[config.mk]
export PLATFORM = sky130hd
export DESIGN_NAME = uart_rx
export DESIGN_NICKNAME = d
export VERILOG_FILES = /design/src/rtl/uart_rx.sv
export SDC_FILE = /design/constraint.sdc
export NUM_CORES = 1
export LEC_CHECK = 0
export CAP_MARGIN = 20
export CORE_UTILIZATION = 45
export DETAILED_ROUTE_END_ITERATION = 6
export GPL_ROUTABILITY_DRIVEN = 0
export PLACE_DENSITY_LB_ADDON = 0.1
export SETUP_SLACK_MARGIN = 0.1
export SYNTH_ARGS = -nofsm -noshare
export SYNTH_HDL_FRONTEND = slang
export SYNTH_SLANG_ARGS = --single-unit
[constraint.sdc]
create_clock -name clk_i -period 2.81 [get_ports clk_i]
set_input_delay 0.562 -clock clk_i [delete_from_list [all_inputs] [get_ports clk_i]]
set_output_delay 0.562 -clock clk_i [all_outputs]
set_load 0.02 [all_outputs]
[src/rtl/uart_rx.sv]
// UART receiver: 2-flop synchronizer, mid-bit sampling FSM, 8N1 framing by default.
// Define UART_RX_PARITY_EN to expect one even-parity bit between D7 and the stop bit.
module uart_rx #(
    parameter int CLKS_PER_BIT = 868
) (
    input  logic       clk_i,
    input  logic       rst_i,
    input  logic       uart_rx_data_i,
    output logic [7:0] rx_data_o,
    output logic       rx_valid_o,
    output logic       rx_frame_err_o,
    output logic       rx_parity_err_o,
    output logic       rx_active_o
);

    localparam logic [15:0] FULL_CNT = 16'(CLKS_PER_BIT - 1);
    localparam logic [15:0] HALF_CNT = 16'(CLKS_PER_BIT / 2 - 1);

`ifdef UART_RX_PARITY_EN
    typedef enum logic [2:0] {IDLE, START, DATA, PARITY, STOP, WAIT_IDLE} state_t;
`else
    typedef enum logic [2:0] {IDLE, START, DATA, STOP, WAIT_IDLE} state_t;
`endif

    state_t      state_q, state_d;
    logic        sync1_q, rx_s_q;
    logic [15:0] cnt_q, cnt_d;
    logic [2:0]  idx_q, idx_d;
    logic [7:0]  shift_q, shift_d;
    logic [7:0]  data_q, data_d;
    logic        valid_q, valid_d;
    logic        ferr_q, ferr_d;
    logic        parity_bad;
    logic        expired;
`ifdef UART_RX_PARITY_EN
    logic        par_q, par_d;
    logic        perr_q, perr_d;
`endif

    always_ff @(posedge clk_i) begin
        if (rst_i) begin
            sync1_q <= 1'b1;
            rx_s_q  <= 1'b1;
            state_q <= IDLE;
            cnt_q   <= '0;
            idx_q   <= '0;
            shift_q <= '0;
            data_q  <= '0;
            valid_q <= 1'b0;
            ferr_q  <= 1'b0;
`ifdef UART_RX_PARITY_EN
            par_q   <= 1'b0;
            perr_q  <= 1'b0;
`endif
        end else begin
            sync1_q <= uart_rx_data_i;
            rx_s_q  <= sync1_q;
            state_q <= state_d;
            cnt_q   <= cnt_d;
            idx_q   <= idx_d;
            shift_q <= shift_d;
            data_q  <= data_d;
            valid_q <= valid_d;
            ferr_q  <= ferr_d;
`ifdef UART_RX_PARITY_EN
            par_q   <= par_d;
            perr_q  <= perr_d;
`endif
        end
    end

    assign expired = (cnt_q == 16'd0);

`ifdef UART_RX_PARITY_EN
    assign parity_bad = (par_q != ^shift_q);
`else
    assign parity_bad = 1'b0;
`endif

    always_comb begin
        state_d = state_q;
        cnt_d   = cnt_q;
        idx_d   = idx_q;
        shift_d = shift_q;
        data_d  = data_q;
        valid_d = 1'b0;
        ferr_d  = 1'b0;
`ifdef UART_RX_PARITY_EN
        par_d   = par_q;
        perr_d  = 1'b0;
`endif
        case (state_q)
            IDLE: begin
                if (!rx_s_q) begin
                    state_d = START;
                    cnt_d   = HALF_CNT;
                end
            end
            START: begin
                if (!expired) begin
                    cnt_d = cnt_q - 16'd1;
                end else if (rx_s_q) begin
                    state_d = IDLE;
                end else begin
                    state_d = DATA;
                    cnt_d   = FULL_CNT;
                    idx_d   = 3'd0;
                end
            end
            DATA: begin
                if (!expired) begin
                    cnt_d = cnt_q - 16'd1;
                end else begin
                    shift_d = {rx_s_q, shift_q[7:1]};
                    cnt_d   = FULL_CNT;
                    idx_d   = idx_q + 3'd1;
                    if (idx_q == 3'd7) begin
`ifdef UART_RX_PARITY_EN
                        state_d = PARITY;
`else
                        state_d = STOP;
`endif
                    end
                end
            end
`ifdef UART_RX_PARITY_EN
            PARITY: begin
                if (!expired) begin
                    cnt_d = cnt_q - 16'd1;
                end else begin
                    par_d   = rx_s_q;
                    cnt_d   = FULL_CNT;
                    state_d = STOP;
                end
            end
`endif
            STOP: begin
                if (!expired) begin
                    cnt_d = cnt_q - 16'd1;
                end else if (!rx_s_q) begin
                    // A low stop bit may be a break; hold off until the line recovers.
                    ferr_d  = 1'b1;
                    state_d = WAIT_IDLE;
                end else if (parity_bad) begin
`ifdef UART_RX_PARITY_EN
                    perr_d  = 1'b1;
`endif
                    state_d = IDLE;
                end else begin
                    data_d  = shift_q;
                    valid_d = 1'b1;
                    state_d = IDLE;
                end
            end
            WAIT_IDLE: begin
                if (rx_s_q) begin
                    state_d = IDLE;
                end
            end
            default: state_d = IDLE;
        endcase
    end

    assign rx_data_o      = data_q;
    assign rx_valid_o     = valid_q;
    assign rx_frame_err_o = ferr_q;
    assign rx_active_o    = (state_q != IDLE);
`ifdef UART_RX_PARITY_EN
    assign rx_parity_err_o = perr_q;
`else
    assign rx_parity_err_o = 1'b0;
`endif

endmodule

==> results of run 1 <==
[cells in the mapped netlist, types with 4 or more instances]
| cell | count | area (µm²) |
|---|---|---|
| nor2_1 | 38 | 143 |
| inv_1 | 5 | 18.8 |
| or4_1 | 4 | 30.0 |
| xnor2_1 | 5 | 43.8 |
| clkbuf_1 | 11 | 41.3 |
| or3_1 | 4 | 25.0 |
| dfxtp_1 | 42 | 841 |
| o21ai_0 | 6 | 30.0 |
| nand2_1 | 7 | 26.3 |
| a21oi_1 | 11 | 55.1 |
| ha_1 | 4 | 50.1 |
| nor3_1 | 24 | 120 |
| mux2i_1 | 18 | 180 |
[registers in the layout, indices dropped and copies added (netlist names)]
register / flops
cnt_q: 16
rx_data_o: 8
shift_q: 8
idx_q: 3
state_q: 3
rx_frame_err_o: 1
rx_s_q: 1
rx_valid_o: 1
sync1_q: 1
[stage by stage]
step | cell area, µm² | total power [mW] | setup slack [ns] | instances
after global placement | 2180 | 1.15 | 0.202 | 284
after CTS | 2290 | 1.62 | 0.167 | 292
after floorplan | 2000 | 1.07 | 0.355 | 228
after detailed placement | 2180 | 1.15 | 0.182 | 284
final | 2300 | 1.62 | 0.276 | 292
after global routing | 2300 | 1.71 | 0.161 | 292
[logic make-up (layout without fill, tap and decap cells)]
family,Yosys count,count (layout)
flip-flops,42,42
AO/OA/AOI/OAI,39,39
adder cells (fa/ha/maj),4,4
other,1,1
XOR/XNOR,8,8
AND/OR/NAND/NOR,96,96
multiplexers,18,18
buffers and inverters,20,34
[worst max path at each step]
stage	startpoint	cells after the start	end	slack, ns
2_1_floorplan	cnt_q[2]$_SDFFE_PP0P_	7	rx_data_o[0]$_SDFFE_PP0P_	0.35
3_3_place_gp	cnt_q[0]$_SDFFE_PP0P_	7	cnt_q[13]$_SDFFE_PP0P_	0.20
3_5_place_dp	cnt_q[0]$_SDFFE_PP0P_	7	cnt_q[15]$_SDFFE_PP0P_	0.18
4_1_cts	cnt_q[0]$_SDFFE_PP0P_	7	cnt_q[13]$_SDFFE_PP0P_	0.17
5_1_grt	cnt_q[0]$_SDFFE_PP0P_	8	shift_q[5]$_SDFFE_PP0P_	0.16
6_report	cnt_q[9]$_SDFFE_PP0P_	6	shift_q[6]$_SDFFE_PP0P_	0.28
[metal layers]
metal  share of wire  vias to the layer above  global-route usage  wire length (µm)
li1                -                      838                   -                 -
met3           0.061                        4              0.0444               259
met5               0                        -                   0                 0
met4          0.0070                        0              0.0625                30
met2            0.44                       65               0.317              1890
met1            0.49                      771               0.278              2100
[critical path, stage by stage, from the launching register on]
cell,delay (ns)
dfxtp_1,0.36
or4_1,0.62
or4_4,0.65
nor4b_2,0.28
buf_4,0.25
mux2i_1,0.22
nor2_1,0.05
[cell type report]
class / count / area (µm²) / area share
inverter: 5 / 18.8 / 0.00817
tap: 50 / 62.6 / 0.0272
sequential: 42 / 841 / 0.366
clock inverter: 2 / 37.5 / 0.0163
timing repair buffer: 21 / 190 / 0.0828
multi-input combinational: 166 / 1070 / 0.468
clock buffer: 6 / 72.6 / 0.0316
[repair_timing]
item                       CTS  global route
setup endpoints to repair    0            16
hold endpoints to repair     0             0
resized for setup            0             1
[power breakdown]
group | switching (mW) | internal (mW)
Sequential | 0.0500 | 0.634
Clock | 0.203 | 0.265
Combinational | 0.287 | 0.183
Total | 0.540 | 1.08
==> flow_metrics.env, run 1 <==
export IMPL_hold_path_cell_count=1
export IMPL_io_buffers=13
export IMPL_core_um2=4140
export IMPL_die_w_um=68.6
export IMPL_grt_remaining_overflow=0
export IMPL_area_growth_pct=14.9
export IMPL_ff2ff_path_depth=6
export IMPL_worstSetupStartpointType="flop"
export IMPL_fmaxAchievable_ghz=0.395
export IMPL_grt_pass1_wl_um=7090
export IMPL_peakVddDrop_mv=0.308
export IMPL_synth_compound_area_frac=0.135
export IMPL_synth_mux_area_frac=0.0902
export IMPL_finalNetCount=248
export IMPL_routed_via_density=5.75
export IMPL_ys_seq_area_frac=0.421
export IMPL_crit_arrival_ns=2.72
export IMPL_layout_min_cycle_time_ns=2.53
export IMPL_clockBufferDepth=2
export IMPL_htree_levels=2
export IMPL_die_h_um=68.6
export IMPL_ys_flop_type="dfxtp_1"
export IMPL_grt_max_degree=21
export IMPL_relSlewSlack=0.494
export IMPL_tritoncts="done"
export IMPL_p_per_area_nw_per_um2=706
export IMPL_synthesis_area_um2=2000
export IMPL_wl_um=4280
export IMPL_finalHoldViolCount=0
export IMPL_outcome="finished clean"
export IMPL_setup_violations_final=0
export IMPL_whs_ns=0.412
export IMPL_synth_xor_area_frac=0.0351
export IMPL_cts_buffers=5
export IMPL_yosys_register_bits=42
export IMPL_routed_via_count=1678
export IMPL_slew_viol_final=0
export IMPL_postCtsHoldBufs=0
export IMPL_hold_end="rx_s_q$_SDFF_PP1_"
export IMPL_post_cts_buffers=0
export IMPL_yosys_area_share_simple=0.247
export IMPL_first_iter_violations=147
export IMPL_path_class="reg -> reg"
export IMPL_root_buffer="clkbuf_8"
export IMPL_grt_pass1_vias=1496
export IMPL_synth_top_family_by_area="simple AND/OR/NAND/NOR gates"
export IMPL_hold_start="sync1_q$_SDFF_PP1_"
export IMPL_final_util=0.554
export IMPL_wl_per_cell_um=14.6
export IMPL_fin_crit_sh=0.902
export IMPL_syn_nets=235
export IMPL_drcViolationCount=0
export IMPL_drtAntennaViolNets=0
export IMPL_groute_usage_overall=0.203
export IMPL_reg2reg_from="cnt_q[9]$_SDFFE_PP0P_"
export IMPL_firstDrtPassIters=4
export IMPL_max_cap_violations=0
export IMPL_postSynthAreaPerCell_um2=8.76
export IMPL_critPathCaptureType="flop"
export IMPL_yosysWarnings=0
export IMPL_worst_pin_slew_ns=0.760
export IMPL_yosys_area_share_adder=0.0250
export IMPL_mostFrequentLayoutCell="dfxtp_1"
export IMPL_die_area_um2=4710
export IMPL_ios=15
export IMPL_required_ns=2.99
export IMPL_numClockSinks=42
export IMPL_netlist_instances=228
export IMPL_dp_hpwl_um=2990
export IMPL_hold_class="reg -> reg"
export IMPL_rows=23
export IMPL_rsz0062_at_grt="false"
export IMPL_clkTransAtPathRegs_ns=0.08
export IMPL_synthDistinctLibCells=45
export IMPL_synth_edff_count=0
export IMPL_async_reset_ff_frac=0
export IMPL_insertion_delay_ns=0.29
export IMPL_cp_max_fo=20
export IMPL_tns_ns=0
export IMPL_layout_common_cells="dfxtp_1, nor2_1, nor3_1, mux2i_1, clkdlybuf4s50_1"
export IMPL_nFillCells=394
export IMPL_start_util=0.482
export IMPL_leakage_nw=0.830
export IMPL_r2r_end="shift_q[6]$_SDFFE_PP0P_"
export IMPL_layout_drive_gt1_share=0.0950
export IMPL_skew_ns=0.00847
export IMPL_diodes=0
export IMPL_reg2reg_slack_ns=0.28
export IMPL_antenna_found_initial=0
Power figures use the tool's default switching activity.
==> run 2: changes to the inputs <==
REMOVE_ABC_BUFFERS = 1   (was unset)
SLEW_MARGIN = 20   (was unset)
==> run 2 against run 1 <==
  * Sequential share of layout area rose by 0.16 points
  * Routed wire length rose by 2.9%
  * Register-to-register slack hardly changed
  * Core utilization decreased by 0.24 points
  * Critical endpoint is now cnt_q[13]$_SDFFE_PP0P_
  * Largest power group unchanged
==> flow_metrics.env, run 2 (synthesis gave the netlist of run 1 again) <==
export IMPL_outcome="finished clean"
export IMPL_rows=23
export IMPL_grt_remaining_overflow=0
export IMPL_relSlewSlack=0.525
export IMPL_slew_viol_final=0
export IMPL_crit_arrival_ns=2.70
export IMPL_finalHoldViolCount=0
export IMPL_peakVddDrop_mv=0.417
export IMPL_insertion_delay_ns=0.28
export IMPL_die_w_um=68.6
export IMPL_required_ns=2.97
export IMPL_worst_pin_slew_ns=0.706
export IMPL_root_buffer="clkbuf_8"
export IMPL_grt_max_degree=22
export IMPL_p_per_area_nw_per_um2=686
export IMPL_postCtsHoldBufs=0
export IMPL_area_growth_pct=14.4
export IMPL_grt_pass1_wl_um=7410
export IMPL_firstDrtPassIters=4
export IMPL_critPathCaptureType="flop"
export IMPL_path_class="reg -> reg"
export IMPL_start_util=0.482
export IMPL_cts_resized=0
export IMPL_routed_via_count=1711
export IMPL_core_um2=4140
export IMPL_post_cts_buffers=0
export IMPL_startpoint="cnt_q[2]$_SDFFE_PP0P_"
export IMPL_reg2reg_from="cnt_q[2]$_SDFFE_PP0P_"
export IMPL_cts_buffers=5
export IMPL_layout_min_cycle_time_ns=2.53
export IMPL_cp_max_fo=10
export IMPL_setup_violations_final=0
export IMPL_htree_levels=2
export IMPL_layout_drive_gt1_share=0.102
export IMPL_fmaxAchievable_ghz=0.395
export IMPL_mostFrequentLayoutCell="dfxtp_1"
export IMPL_worst_path_buf_inv=0
export IMPL_setup_worst_path_end="cnt_q[13]$_SDFFE_PP0P_"
export IMPL_routed_via_density=5.82
export IMPL_reg2reg_slack_ns=0.28
export IMPL_largest_register="cnt_q"
export IMPL_wl_um=4400
export IMPL_antenna_found_initial=0
export IMPL_groute_usage_overall=0.215
export IMPL_nFillCells=382
export IMPL_first_iter_violations=160
export IMPL_path_depth=5
export IMPL_rsz0062_at_grt="false"
export IMPL_grt_pass1_vias=1578
export IMPL_clockBufferDepth=2
export IMPL_wl_per_cell_um=15.0
export IMPL_drcViolationCount=0
export IMPL_dp_slack_ns=0.137
export IMPL_leakage_nw=0.833
export IMPL_critPathSlowestCell="or4_4"
export IMPL_die_h_um=68.6
export IMPL_max_stage_delay_ns=0.65
export IMPL_max_cap_violations=0
export IMPL_worstSetupStartpointType="flop"
export IMPL_tritoncts="done"
export IMPL_fin_crit_sh=0.902
export IMPL_skew_ns=0.00362
export IMPL_drtAntennaViolNets=0
export IMPL_worstPathCellList="or4_1 -> or4_4 -> a211o_1 -> a21oi_2 -> nor3_1"
export IMPL_io_buffers=13
export IMPL_fin_cells=294
export IMPL_crit_family="simple AND/OR/NAND/NOR gates"
export IMPL_numClockSinks=42
export IMPL_die_area_um2=4710
export IMPL_hold_class="reg -> reg"
export IMPL_dp_hpwl_um=3050
export IMPL_diodes=0
export IMPL_layout_common_cells="dfxtp_1, nor2_1, nor3_1, mux2i_1, clkdlybuf4s50_1"
export IMPL_dp_cells=285
export IMPL_r2r_end="cnt_q[13]$_SDFFE_PP0P_"
export IMPL_finalNetCount=250
export IMPL_clkTransAtPathRegs_ns=0.07
export IMPL_finalWorstSetupSlack_ns=0.276
export IMPL_ios=15
export IMPL_largest_reg_flops=16
export IMPL_ff2ff_path_depth=5
## run 2: cell types whose count changed in the layout (fill, tap and decap cells not counted), sizes merged
cell | before | now
bufinv | 1 | 0
buf | 8 | 9
or4 | 5 | 6
clkbuf | 6 | 7
clkinv | 0 | 1
clkinvlp | 1 | 0
## run 2: metrics by stage
stage	hold slack (ns)	TNS, ns	utilization	area (µm²)	power [mW]
5_1_grt	0.452	0	0.552	2290	1.66
3_5_place_dp	0.408	0	0.527	2190	1.16
6_report	0.423	0	0.552	2290	1.57
4_1_cts	0.428	0	0.550	2280	1.55
3_3_place_gp	0.401	0	0.527	2190	1.15
2_1_floorplan	0.389	-1.69	-	1930	1.03
## run 2: worst min-delay path by stage
stage | startpoint | to | depth (start not counted)
2_1_floorplan | sync1_q$_SDFF_PP1_ | rx_s_q$_SDFF_PP1_ | 1
5_1_grt | sync1_q$_SDFF_PP1_ | rx_s_q$_SDFF_PP1_ | 1
6_report | sync1_q$_SDFF_PP1_ | rx_s_q$_SDFF_PP1_ | 1
3_3_place_gp | sync1_q$_SDFF_PP1_ | rx_s_q$_SDFF_PP1_ | 1
3_5_place_dp | sync1_q$_SDFF_PP1_ | rx_s_q$_SDFF_PP1_ | 1
4_1_cts | sync1_q$_SDFF_PP1_ | rx_s_q$_SDFF_PP1_ | 1
## run 2: layout make-up
cell class              instances  area, µm²  share of cell area
repair buffers                 22        198              0.0865
well taps                      50       62.6              0.0274
multi-input cells             167       1070               0.470
flip-flops and latches         42        841               0.368
clock inverters                 1       5.00             0.00219
inverters                       5       18.8             0.00821
clock buffers                   7       86.3              0.0378
## run 2: layer usage
metal / up-vias / part of all wire / GRT usage
li1: 856 / - / -
met1: 794 / 0.48 / 0.277
met2: 57 / 0.46 / 0.343
met3: 4 / 0.045 / 0.0461
met4: 0 / 0.013 / 0.0964
met5: - / 0 / 0
## run 2: worst register-to-register path, cell delays in order (launching register included)
cell and delay [ns]:
dfxtp_1 0.37, or4_1 0.61, or4_4 0.65, a211o_1 0.36
a21oi_2 0.33, nor3_1 0.10
## run 2: power by group
part | leakage, nW | internal (mW) | total [mW] | switching [mW]
Sequential | 0.341 | 0.634 | 0.680 | 0.0462
Combinational | 0.444 | 0.193 | 0.500 | 0.307
Clock | 0.0482 | 0.198 | 0.387 | 0.189
Total | 0.833 | 1.02 | 1.57 | 0.543
